## src/rtl/uart_pkg.sv

```systemverilog
// Shared UART definitions: FSM state encoding and parity-mode codes.
// Used by the transmitter and by the receiver when it joins this slice.
package uart_pkg;

   typedef enum logic [2:0] {
      ST_IDLE   = 3'd0,
      ST_START  = 3'd1,
      ST_DATA   = 3'd2,
      ST_PARITY = 3'd3,
      ST_STOP   = 3'd4
   } uart_state_e;

   localparam logic [1:0] PAR_NONE = 2'b00;
   localparam logic [1:0] PAR_EVEN = 2'b01;
   localparam logic [1:0] PAR_ODD  = 2'b10;

   // Code 2'b11 is also "none", so test for the two active codes explicitly.
   function automatic logic par_active(input logic [1:0] mode);
      return (mode == PAR_EVEN) || (mode == PAR_ODD);
   endfunction

endpackage

```

## src/rtl/uart_fifo.sv

```systemverilog
// Synchronous FIFO with parametrised width and depth (DEPTH a power of two).
// The head word is presented combinationally on rdata_o. Pushes while full and
// pops while empty are ignored. count_nxt_o exposes next-cycle occupancy so a
// parent can register a ready flag that tracks the level without lag.
module uart_fifo #(
   parameter int WIDTH = 8,
   parameter int DEPTH = 4
) (
   input  logic                     clk,
   input  logic                     rst,
   input  logic                     push_i,
   input  logic [WIDTH-1:0]         wdata_i,
   input  logic                     pop_i,
   output logic [WIDTH-1:0]         rdata_o,
   output logic [$clog2(DEPTH):0]   count_o,
   output logic [$clog2(DEPTH):0]   count_nxt_o,
   output logic                     full_o,
   output logic                     empty_o
);

   localparam int PTR_W = $clog2(DEPTH);
   localparam int CNT_W = PTR_W + 1;

   logic [WIDTH-1:0] mem_q [DEPTH];
   logic [PTR_W-1:0] wptr_q;
   logic [PTR_W-1:0] rptr_q;
   logic [CNT_W-1:0] count_q;
   logic [CNT_W-1:0] count_d;
   logic             do_push;
   logic             do_pop;

   assign full_o      = (count_q == CNT_W'(DEPTH));
   assign empty_o     = (count_q == '0);
   assign do_push     = push_i & ~full_o;
   assign do_pop      = pop_i & ~empty_o;
   assign rdata_o     = mem_q[rptr_q];
   assign count_o     = count_q;
   assign count_nxt_o = count_d;

   // Occupancy next state; simultaneous push and pop leaves it unchanged.
   always_comb begin
      count_d = count_q;
      if (do_push && !do_pop) begin
         count_d = count_q + CNT_W'(1);
      end else if (do_pop && !do_push) begin
         count_d = count_q - CNT_W'(1);
      end
   end

   // Pointers and occupancy; pointers wrap naturally because DEPTH is 2^n.
   always_ff @(posedge clk or negedge rst) begin
      if (!rst) begin
         wptr_q  <= '0;
         rptr_q  <= '0;
         count_q <= '0;
      end else begin
         if (do_push) begin
            wptr_q <= wptr_q + PTR_W'(1);
         end
         if (do_pop) begin
            rptr_q <= rptr_q + PTR_W'(1);
         end
         count_q <= count_d;
      end
   end

   // Storage array; contents are don't-care until written, so no reset.
   always_ff @(posedge clk) begin
      if (do_push) begin
         mem_q[wptr_q] <= wdata_i;
      end
   end

endmodule

```

## src/rtl/uart_tx_cfg.sv

```systemverilog
// UART transmitter with TX FIFO and per-frame latched configuration.
// Optional parity (parity_mode port and PARITY state) is built only when
// UART_TX_PARITY_EN is defined; otherwise frames carry no parity bit.
//
// state     | meaning
// ----------+-------------------------------------------------------------
// ST_IDLE   | line high, waiting for a FIFO word
// ST_START  | start bit (low) for one bit period
// ST_DATA   | DATA_W data bits, LSB first
// ST_PARITY | parity bit (parity builds only, skipped when mode is none)
// ST_STOP   | line high for STOP_BITS bit periods, then IDLE or next START
//
// tx and busy are registered from the current state, so they trail the state
// register by one clk. Every phase keeps its full length; the only visible
// effect is the 2-clk latency from accepting edge to the falling start edge.
module uart_tx_cfg
   import uart_pkg::*;
#(
   parameter int DATA_W     = 8,
   parameter int FIFO_DEPTH = 4,
   parameter int STOP_BITS  = 1,
   parameter int DIV_W      = 16
) (
   input  logic                          clk,
   input  logic                          rst,
   input  logic [DATA_W-1:0]             tx_data,
   input  logic                          tx_valid,
   output logic                          tx_ready,
   input  logic [DIV_W-1:0]              baud_div,
`ifdef UART_TX_PARITY_EN
   input  logic [1:0]                    parity_mode,
`endif
   output logic                          tx,
   output logic                          busy,
   output logic [$clog2(FIFO_DEPTH):0]   fifo_level
);

   localparam int LVL_W = $clog2(FIFO_DEPTH) + 1;
   localparam int BIT_W = 4;

   uart_state_e       state_q;
   logic [DIV_W-1:0]  cnt_q;
   logic [DIV_W-1:0]  div_q;
   logic [DIV_W-1:0]  div_load;
   logic [BIT_W-1:0]  bit_q;
   logic              stop_q;
   logic [DATA_W-1:0] sh_q;
   logic              tx_q;
   logic              busy_q;
   logic              tx_ready_q;
`ifdef UART_TX_PARITY_EN
   logic              par_en_q;
   logic              par_bit_q;
`endif

   logic              push;
   logic              pop;
   logic              bit_end;
   logic              last_stop;
   logic              last_data;
   logic              fifo_full;
   logic              fifo_empty;
   logic [DATA_W-1:0] head;
   logic [LVL_W-1:0]  level;
   logic [LVL_W-1:0]  level_nxt;

   assign push = tx_valid & tx_ready_q & ~fifo_full;

   uart_fifo #(
      .WIDTH (DATA_W),
      .DEPTH (FIFO_DEPTH)
   ) u_fifo (
      .clk         (clk),
      .rst         (rst),
      .push_i      (push),
      .wdata_i     (tx_data),
      .pop_i       (pop),
      .rdata_o     (head),
      .count_o     (level),
      .count_nxt_o (level_nxt),
      .full_o      (fifo_full),
      .empty_o     (fifo_empty)
   );

   // Bit timer reloads with max(baud_div,1)-1 and counts down to zero.
   assign div_load  = (baud_div == '0) ? '0 : (baud_div - DIV_W'(1));
   assign bit_end   = (cnt_q == '0);
   assign last_stop = (stop_q == 1'(STOP_BITS - 1));
   assign last_data = (bit_q == BIT_W'(DATA_W - 1));

   // Pop from IDLE, or at the end of the final stop bit for back-to-back frames.
   assign pop = ~fifo_empty &
                ((state_q == ST_IDLE) |
                 ((state_q == ST_STOP) & bit_end & last_stop));

   // Frame sequencer with registered line and busy outputs.
   always_ff @(posedge clk or negedge rst) begin
      if (!rst) begin
         state_q   <= ST_IDLE;
         cnt_q     <= '0;
         div_q     <= '0;
         bit_q     <= '0;
         stop_q    <= 1'b0;
         sh_q      <= '0;
         tx_q      <= 1'b1;
         busy_q    <= 1'b0;
`ifdef UART_TX_PARITY_EN
         par_en_q  <= 1'b0;
         par_bit_q <= 1'b0;
`endif
      end else begin
         busy_q <= (state_q != ST_IDLE);
         case (state_q)
            ST_START:  tx_q <= 1'b0;
            ST_DATA:   tx_q <= sh_q[0];
`ifdef UART_TX_PARITY_EN
            ST_PARITY: tx_q <= par_bit_q;
`endif
            default:   tx_q <= 1'b1;
         endcase

         if (pop) begin
            // Divisor and parity mode are sampled here and held for the frame.
            state_q   <= ST_START;
            cnt_q     <= div_load;
            div_q     <= div_load;
            sh_q      <= head;
            bit_q     <= '0;
            stop_q    <= 1'b0;
`ifdef UART_TX_PARITY_EN
            par_en_q  <= par_active(parity_mode);
            par_bit_q <= (^head) ^ (parity_mode == PAR_ODD);
`endif
         end else if (state_q != ST_IDLE) begin
            if (!bit_end) begin
               cnt_q <= cnt_q - DIV_W'(1);
            end else begin
               cnt_q <= div_q;
               case (state_q)
                  ST_START: begin
                     state_q <= ST_DATA;
                     bit_q   <= '0;
                  end
                  ST_DATA: begin
                     sh_q  <= sh_q >> 1;
                     bit_q <= bit_q + BIT_W'(1);
                     if (last_data) begin
                        stop_q <= 1'b0;
`ifdef UART_TX_PARITY_EN
                        state_q <= par_en_q ? ST_PARITY : ST_STOP;
`else
                        state_q <= ST_STOP;
`endif
                     end
                  end
`ifdef UART_TX_PARITY_EN
                  ST_PARITY: begin
                     stop_q  <= 1'b0;
                     state_q <= ST_STOP;
                  end
`endif
                  ST_STOP: begin
                     if (last_stop) begin
                        state_q <= ST_IDLE;
                     end else begin
                        stop_q <= 1'b1;
                     end
                  end
                  default: state_q <= ST_IDLE;
               endcase
            end
         end
      end
   end

   // Ready tracks next-cycle occupancy so it is registered yet never stale.
   always_ff @(posedge clk or negedge rst) begin
      if (!rst) begin
         tx_ready_q <= 1'b0;
      end else begin
         tx_ready_q <= (level_nxt < LVL_W'(FIFO_DEPTH));
      end
   end

   assign tx         = tx_q;
   assign busy       = busy_q;
   assign tx_ready   = tx_ready_q;
   assign fifo_level = level;

endmodule

```

## config.mk

```make
export PLATFORM = sky130hd
export DESIGN_NAME = uart_tx_cfg
export DESIGN_NICKNAME = d
export VERILOG_FILES = /design/src/rtl/uart_pkg.sv /design/src/rtl/uart_fifo.sv /design/src/rtl/uart_tx_cfg.sv
export SDC_FILE = /design/constraint.sdc
export NUM_CORES = 1
export LEC_CHECK = 0
export ABC_AREA = 1
export BUFFER_PORTS_ARGS = -buffer_cell sky130_fd_sc_hd__buf_2
export CELL_PAD_IN_SITES_DETAIL_PLACEMENT = 1
export CELL_PAD_IN_SITES_GLOBAL_PLACEMENT = 2
export CORE_MARGIN = 2
export CORE_UTILIZATION = 30
export DETAILED_ROUTE_END_ITERATION = 8
export PLACE_DENSITY_LB_ADDON = 0.2
export SETUP_SLACK_MARGIN = 0.2
export SYNTH_ARGS = -nofsm -noshare
export SYNTH_HDL_FRONTEND = slang
export SYNTH_HIERARCHICAL = 1
export SYNTH_SLANG_ARGS = --single-unit
```

## constraint.sdc

```tcl
create_clock -name clk -period 2.8 [get_ports clk]
set_clock_uncertainty 0.15 [all_clocks]
set_input_delay 0.28 -clock clk [delete_from_list [all_inputs] [get_ports clk]]
set_output_delay 0.28 -clock clk [all_outputs]
set_load 0.05 [all_outputs]
```

# == Yosys cells after proc, flatten, opt, wreduce, memory -nomap -nowiden ==
# Memories as Yosys holds them, arrays and structs flattened.
# Index checks and enable logic that the tools add are counted.
# totals
reg_bits,58
ram_bits,32
output_inout_bits,6
n_memories,1
# op_classes
add_sub_neg,7
order_cmp,1
n_eq_ne,7
mux,29
bitwise_logic,11
n_reduce_logical,18
# mem_list
name,depth,word_bits,read_ports,rd_ports_with_merged_regs,write_ports,line,source
u_fifo.mem_q,4,8,1,0,1,uart_fifo.sv:24,logic [WIDTH-1:0] mem_q [DEPTH];
# ops
op,n
$mux W16,4
$logic_not A16 Y1,2
$mux W8,4
$sub A16 B1 Y16 const B,2
$mux W3,7
$mux W4,3
$pmux W3 S3,1
$reduce_bool A3 Y1,3
$pmux W4 S2,1
$reduce_and A4 Y1,2
$and A1 B1 Y1,7
$mux W1,7
$eq A3 B3 Y1 const B,2
$logic_not A3 Y1,2
$ne A3 B2 Y1 const B,2
$reduce_and A3 Y1,2
$reduce_bool A2 Y1,3
$add A2 B1 Y2 const B,2
$add A4 B1 Y4 const B,1
$eq A4 B3 Y1 const B,1
$pmux W1 S2,2
$add A3 B1 Y3 const B,1
$eq A3 B1 Y1 const B,1
$eq A3 B2 Y1 const B,1
other kinds (6),10

# == Logic depth before layout (Yosys ltp) ==
# depth
depth_word,10
mapped_depth,15
mapped_depth_nobuf,14

# == Hierarchy ==
# Netlist, hierarchy kept.
# by_module_without_submodules
module,instances,cells_each,area_per_inst_um2,seq_area_each_um2
uart_tx_cfg,1,482,3224.3,1252.5
uart_fifo,1,139,1701.6,1136.1

# == Worst setup path after synthesis ==
# No wires, ideal clock.
# synth_path
path_kind,register to register
from,register u_fifo.count_q[0] (netlist: u_fifo/count_o[0])
to,register tx_ready_q (netlist: tx_ready)
setup_time_ps,115
t_arrival_ps,2128
t_required_ps,2535
setup_slack_ps,408
path_stages_with_launch,14
path_buffers,1
period_less_slack_ps,2392
cell_sequence,dfrtp_1 inv_1 ha_1 nand2_4 inv_1 nor2_1 nand2_4 inv_2 buf_2 nand2_4 nand3_2 nand3_1 nand2_1 inv_1
# synth_via
word_cells_on_any_way,17
cone_classes,2 x add/sub; 1 x order compare; 1 x eq/ne; 2 x mux; 6 x bitwise; 5 x reduce/logical
# synth_lines
item,line,source
from (decl),uart_fifo.sv:27,logic [CNT_W-1:0] count_q;
from (signal assigned),uart_fifo.sv:63,count_q <= count_d;
$logic_not A3 Y1 *,uart_fifo.sv:33,assign empty_o = (count_q == '0);
via fifo_empty,uart_tx_cfg.sv:62,logic fifo_empty;
$not A1 Y1 *,uart_tx_cfg.sv:92,assign pop = ~fifo_empty &
$and A1 B1 Y1 *,uart_tx_cfg.sv:92,
via pop,uart_tx_cfg.sv:57,logic pop;
$and A1 B1 Y1 *,uart_fifo.sv:35,assign do_pop = pop_i & ~empty_o;
$logic_and A1 B1 Y1 / $logic_not A1 Y1 (equally long branches),"uart_fifo.sv:45, uart_fifo.sv:43",
$mux W3 / $logic_and A1 B1 Y1 (equally long branches),"uart_fifo.sv:45, uart_fifo.sv:43",
$mux W3 *,uart_fifo.sv:43,if (do_push && !do_pop) begin
via level_nxt[2],uart_tx_cfg.sv:65,logic [LVL_W-1:0] level_nxt;
$lt A3 B3 Y1 *,uart_tx_cfg.sv:181,tx_ready_q <= (level_nxt < LVL_W'(FIFO_DEPTH));
to (signal assigned),uart_tx_cfg.sv:181,
to (decl),uart_tx_cfg.sv:50,logic tx_ready_q;
# The timed path passes the listed nets; every way through them passes the cells marked *.
# A chain may end at the register's enable or synchronous reset.

# == Worst setup path after layout ==
# layout_path
from,register cnt_q[0]
to,register cnt_q[4]
# layout_via
elab_chain_cells,6
word_cells_on_any_way,10
cone_classes,1 x add/sub; 3 x mux; 4 x bitwise; 2 x reduce/logical
# layout_lines
item,line,source
from (decl),uart_tx_cfg.sv:42,logic [DIV_W-1:0] cnt_q;
from (signal assigned),uart_tx_cfg.sv:125,cnt_q <= div_load;
from (signal assigned),uart_tx_cfg.sv:136,cnt_q <= cnt_q - DIV_W'(1);
from (signal assigned),uart_tx_cfg.sv:138,cnt_q <= div_q;
branches (longest 6 deep; another with $sub A16 B1 Y16),-,
# Parallel ways; which one is timed is not known. The select of a mux whose other input is x is not followed.

==> results.md <==
- Register area: 2390 um^2
- Slowest cell delay on critical path: 0.38 ns
- Synth Area in Compound Gates: 0.0688
- Die area: 17500 um^2
- Post-synthesis adder-cell area fraction: 0.0279
- Clock Pin Slew Worst Setup and Hold Paths: around 0.080 ns
- Drc violations: 0
- Antenna-violating nets left: 0
- # clock sinks: 89
- Mapped Nets: around 660
- Setup-failing EPs final: 0
- Metal2 WL: ~6000 um
- Top cells by area, synth: dfrtp_1 (28%), edfxtp_1 (20%), nand2_1 (15%)
- Final Max Tran Viols: 0
- Routed wire length: 13300 um
- R2r setup slk: 0.47 ns
- Worst IR Drop VDD: 372 uV
- Mux share of post-synthesis cell area: 0
- Die Span Y: 132 um
- Root Buffer: clkbuf_16
- Initial antenna violation count: 0
- Clock Latency Late Sink: 0.35 ns
- Final hold vios: 0
- Multi-input gate area: 2140 um^2
- Number of buffers added on ports: 32
- Overflow left after global routing: 0
- Syn-to-layout area delta: 17.2%
- HP Class: input pin to flip-flop
- WP buf/inv: 3
- Routed length on met1: about 7000 um
- DP Worst Slack: approximately 0.24 ns
- Main combinational cell family by area after synthesis: simple AND/OR/NAND/NOR gates
- Post-DP HPWL: ~9700 um
- Initial Util: 0.309
- Crit path launch type: flip-flop
- Avg Inst Size Synth: between 7 and 8 um^2
- DR iter-0 viols: about 150
- Layout cell share with drive strength beyond 1: 0.151
- Setup WS post-layout: 0.465 ns
- Power Density: about 1000 nW/um^2
- FP Rows: 46
- DR vias/cell: 4.58
- Pleak: 0.00279 uW
- Yosys cell types: 32
- RSZ-0062 raised after global routing: false
- WP data arrival: 2.46 ns
- CTS tree: built
- Synth Area in XOR/XNOR: 0.0302
- Crit-path max FO: 15
- CP Capture Type: flip-flop
- Final instance area: approximately 5800 um^2
- Synth warn: 6
- Deepest clock path buffer count: 2
- CP Data Required Time: roughly 3 ns
- Num CTS Buffers: 9
- Max-cap violation count: 0
- Fmax: 428 MHz
- Largest net degree at the start of global routing: 32
- Synth Instances: 621
- I/O pin total: 33
- Simple-gate share of the synthesized area: 0.307
- Layout fillers: just under 2000
- # H-tree levels: 3
- Most frequent CP cell: nand2_1
- Synth Register Bits: 89
- DP Area: ~5300 um^2
- RD Place Congestion: roughly 0.75
- Largest delay share family, worst path: simple AND/OR/NAND/NOR gates
- Slew of the pin with the lowest slew margin: approximately 0.73 ns
- Cell at the slowest stage of the critical path: dfrtp_1
- Syn Std Cell Area: 4930 um^2
- Final worst path period need: 2.33 ns
- Die X: 132 um
- Crit-path cells: inv_1 > ha_1 > nand2_1 > nor2_2 > nand2_4 > nand2_4 > nand2_4 > nor2_4 > buf_4 > buf_4 > nand2_2 > nand2_1 > nand2_1 > nand2_1
- First-pass DRT Iterations: 4
- Yosys top cell area share: 0.284
- Total track usage: 0.161
- Core box area: around 16000 um^2
- Layout Nets: 710
- Top layer in use: met4
- Seq/Total Area, Yosys: 0.485
- Final Cycle Share: 0.834
- Status: completed
- Max-slew headroom: 0.514
- First-pass GRT wire length: between 20000 and 25000 um
- Yosys top cell by area: dfrtp_1
- Pwr Total: 6040 uW
- DR vias: 4092
- Vias in the first global route: 4298
- Antenna Cells: 0
- Crit Path Category: flip-flop to flip-flop
- Setup tns final: 0 ns
- Drt wl/cell: 14.9 um
- Met3 wire len: approximately 260 um
-- Yosys cell counts, drive strengths merged --
cell type  instances
dfstp              1
o22ai              8
nand3b             3
a21oi              1
edfxtp            32
nand2            222
xnor2              2
nand4              3
buf               12
and3               1
nand3             41
ha                11
dfrtp             56
clkbuf             3
nor2              71
xor2              15
or2                4
o21ai             56
inv               78
nor3               1
-- path summary, 6_finish.rpt --
| kind | start | to | depth (start not counted) |
|---|---|---|---|
| min | tx_data[6] | u_fifo/mem_q[2][6]$_DFFE_PP_ | 1 |
| min in group asynchronous | rst | u_fifo/wptr_q[0]$_DFFE_PN0P_ | 2 |
| max in group asynchronous | rst | tx$_DFF_PN1_ | 3 |
| max | cnt_q[0]$_DFFE_PN0N_ | cnt_q[4]$_DFFE_PN0N_ | 14 |
| max reg2reg | cnt_q[0]$_DFFE_PN0N_ | cnt_q[4]$_DFFE_PN0N_ | 14 |
| min reg2reg | div_q[5]$_DFFE_PN0P_ | div_q[5]$_DFFE_PN0P_ | 2 |
-- through the flow --
step                std cells  hold slack (ns)  utilization
floorplan                 621           -0.166            -
global placement          862            0.234        0.334
detailed placement        862            0.251        0.334
CTS                       886          0.00926        0.358
global route              893           0.0246        0.362
finish                    893           0.0279        0.362
-- repair_timing --
item / in CTS / in global routing
hold buffers: 8 / 0
resized for setup: 0 / 2
setup endpoints to repair: 0 / 26
setup buffers: 0 / 7
hold endpoints to repair: 54 / 0
-- cells in the final DEF, fill, tap and decap left out, drive strengths merged --
cell / instances
nand2: 222
inv: 83
nor2: 71
dfrtp: 56
o21ai: 56
buf: 47
nand3: 41
edfxtp: 32
xor2: 15
ha: 11
clkbuf: 9
dlygate4sd3: 8
o22ai: 8
or2: 4
nand3b: 3
nand4: 3
xnor2: 2
clkinv: 2
nor3: 1
and3: 1
dfstp: 1
a21oi: 1
-- per-layer routing --
layer	GRT usage	up-vias
met2	0.256	37
li1	-	2053
met1	0.232	1991
met4	0.0417	0
met5	0	-
met3	0.0208	11
-- layout make-up --
class                      instances  share of cell area
sequential                        89               0.414
multi-input combinational        439               0.370
timing repair buffer              55              0.0655
inverter                          78              0.0516
tap                              216              0.0468
clock buffer                       9              0.0390
clock inverter                     7              0.0132
-- cell families after synthesis --
family | after synthesis
AOI/OAI and AO/OA | 65
xor gates and xnor gates | 17
adders and majority gates | 11
buffers and inverters | 93
DFF | 89
and+or+nand+nor | 346
-- report_power, final --
part | switching [uW] | internal [uW] | total [uW]
clock | 604 | 638 | 1240
combinational | 1740 | 877 | 2610
sequential | 357 | 1830 | 2180
total | 2700 | 3340 | 6040
-- flip-flops by register name (all words and copies together), names as in the netlist --
signal	cells
bit_q	4
busy	1
cnt_q	16
div_q	16
sh_q	8
state_q	3
tx	1
tx_ready	1
u_fifo/count_o	3
u_fifo/mem_q	32
u_fifo/rptr_q	2
u_fifo/wptr_q	2
Power figures use the tool's default switching activity.
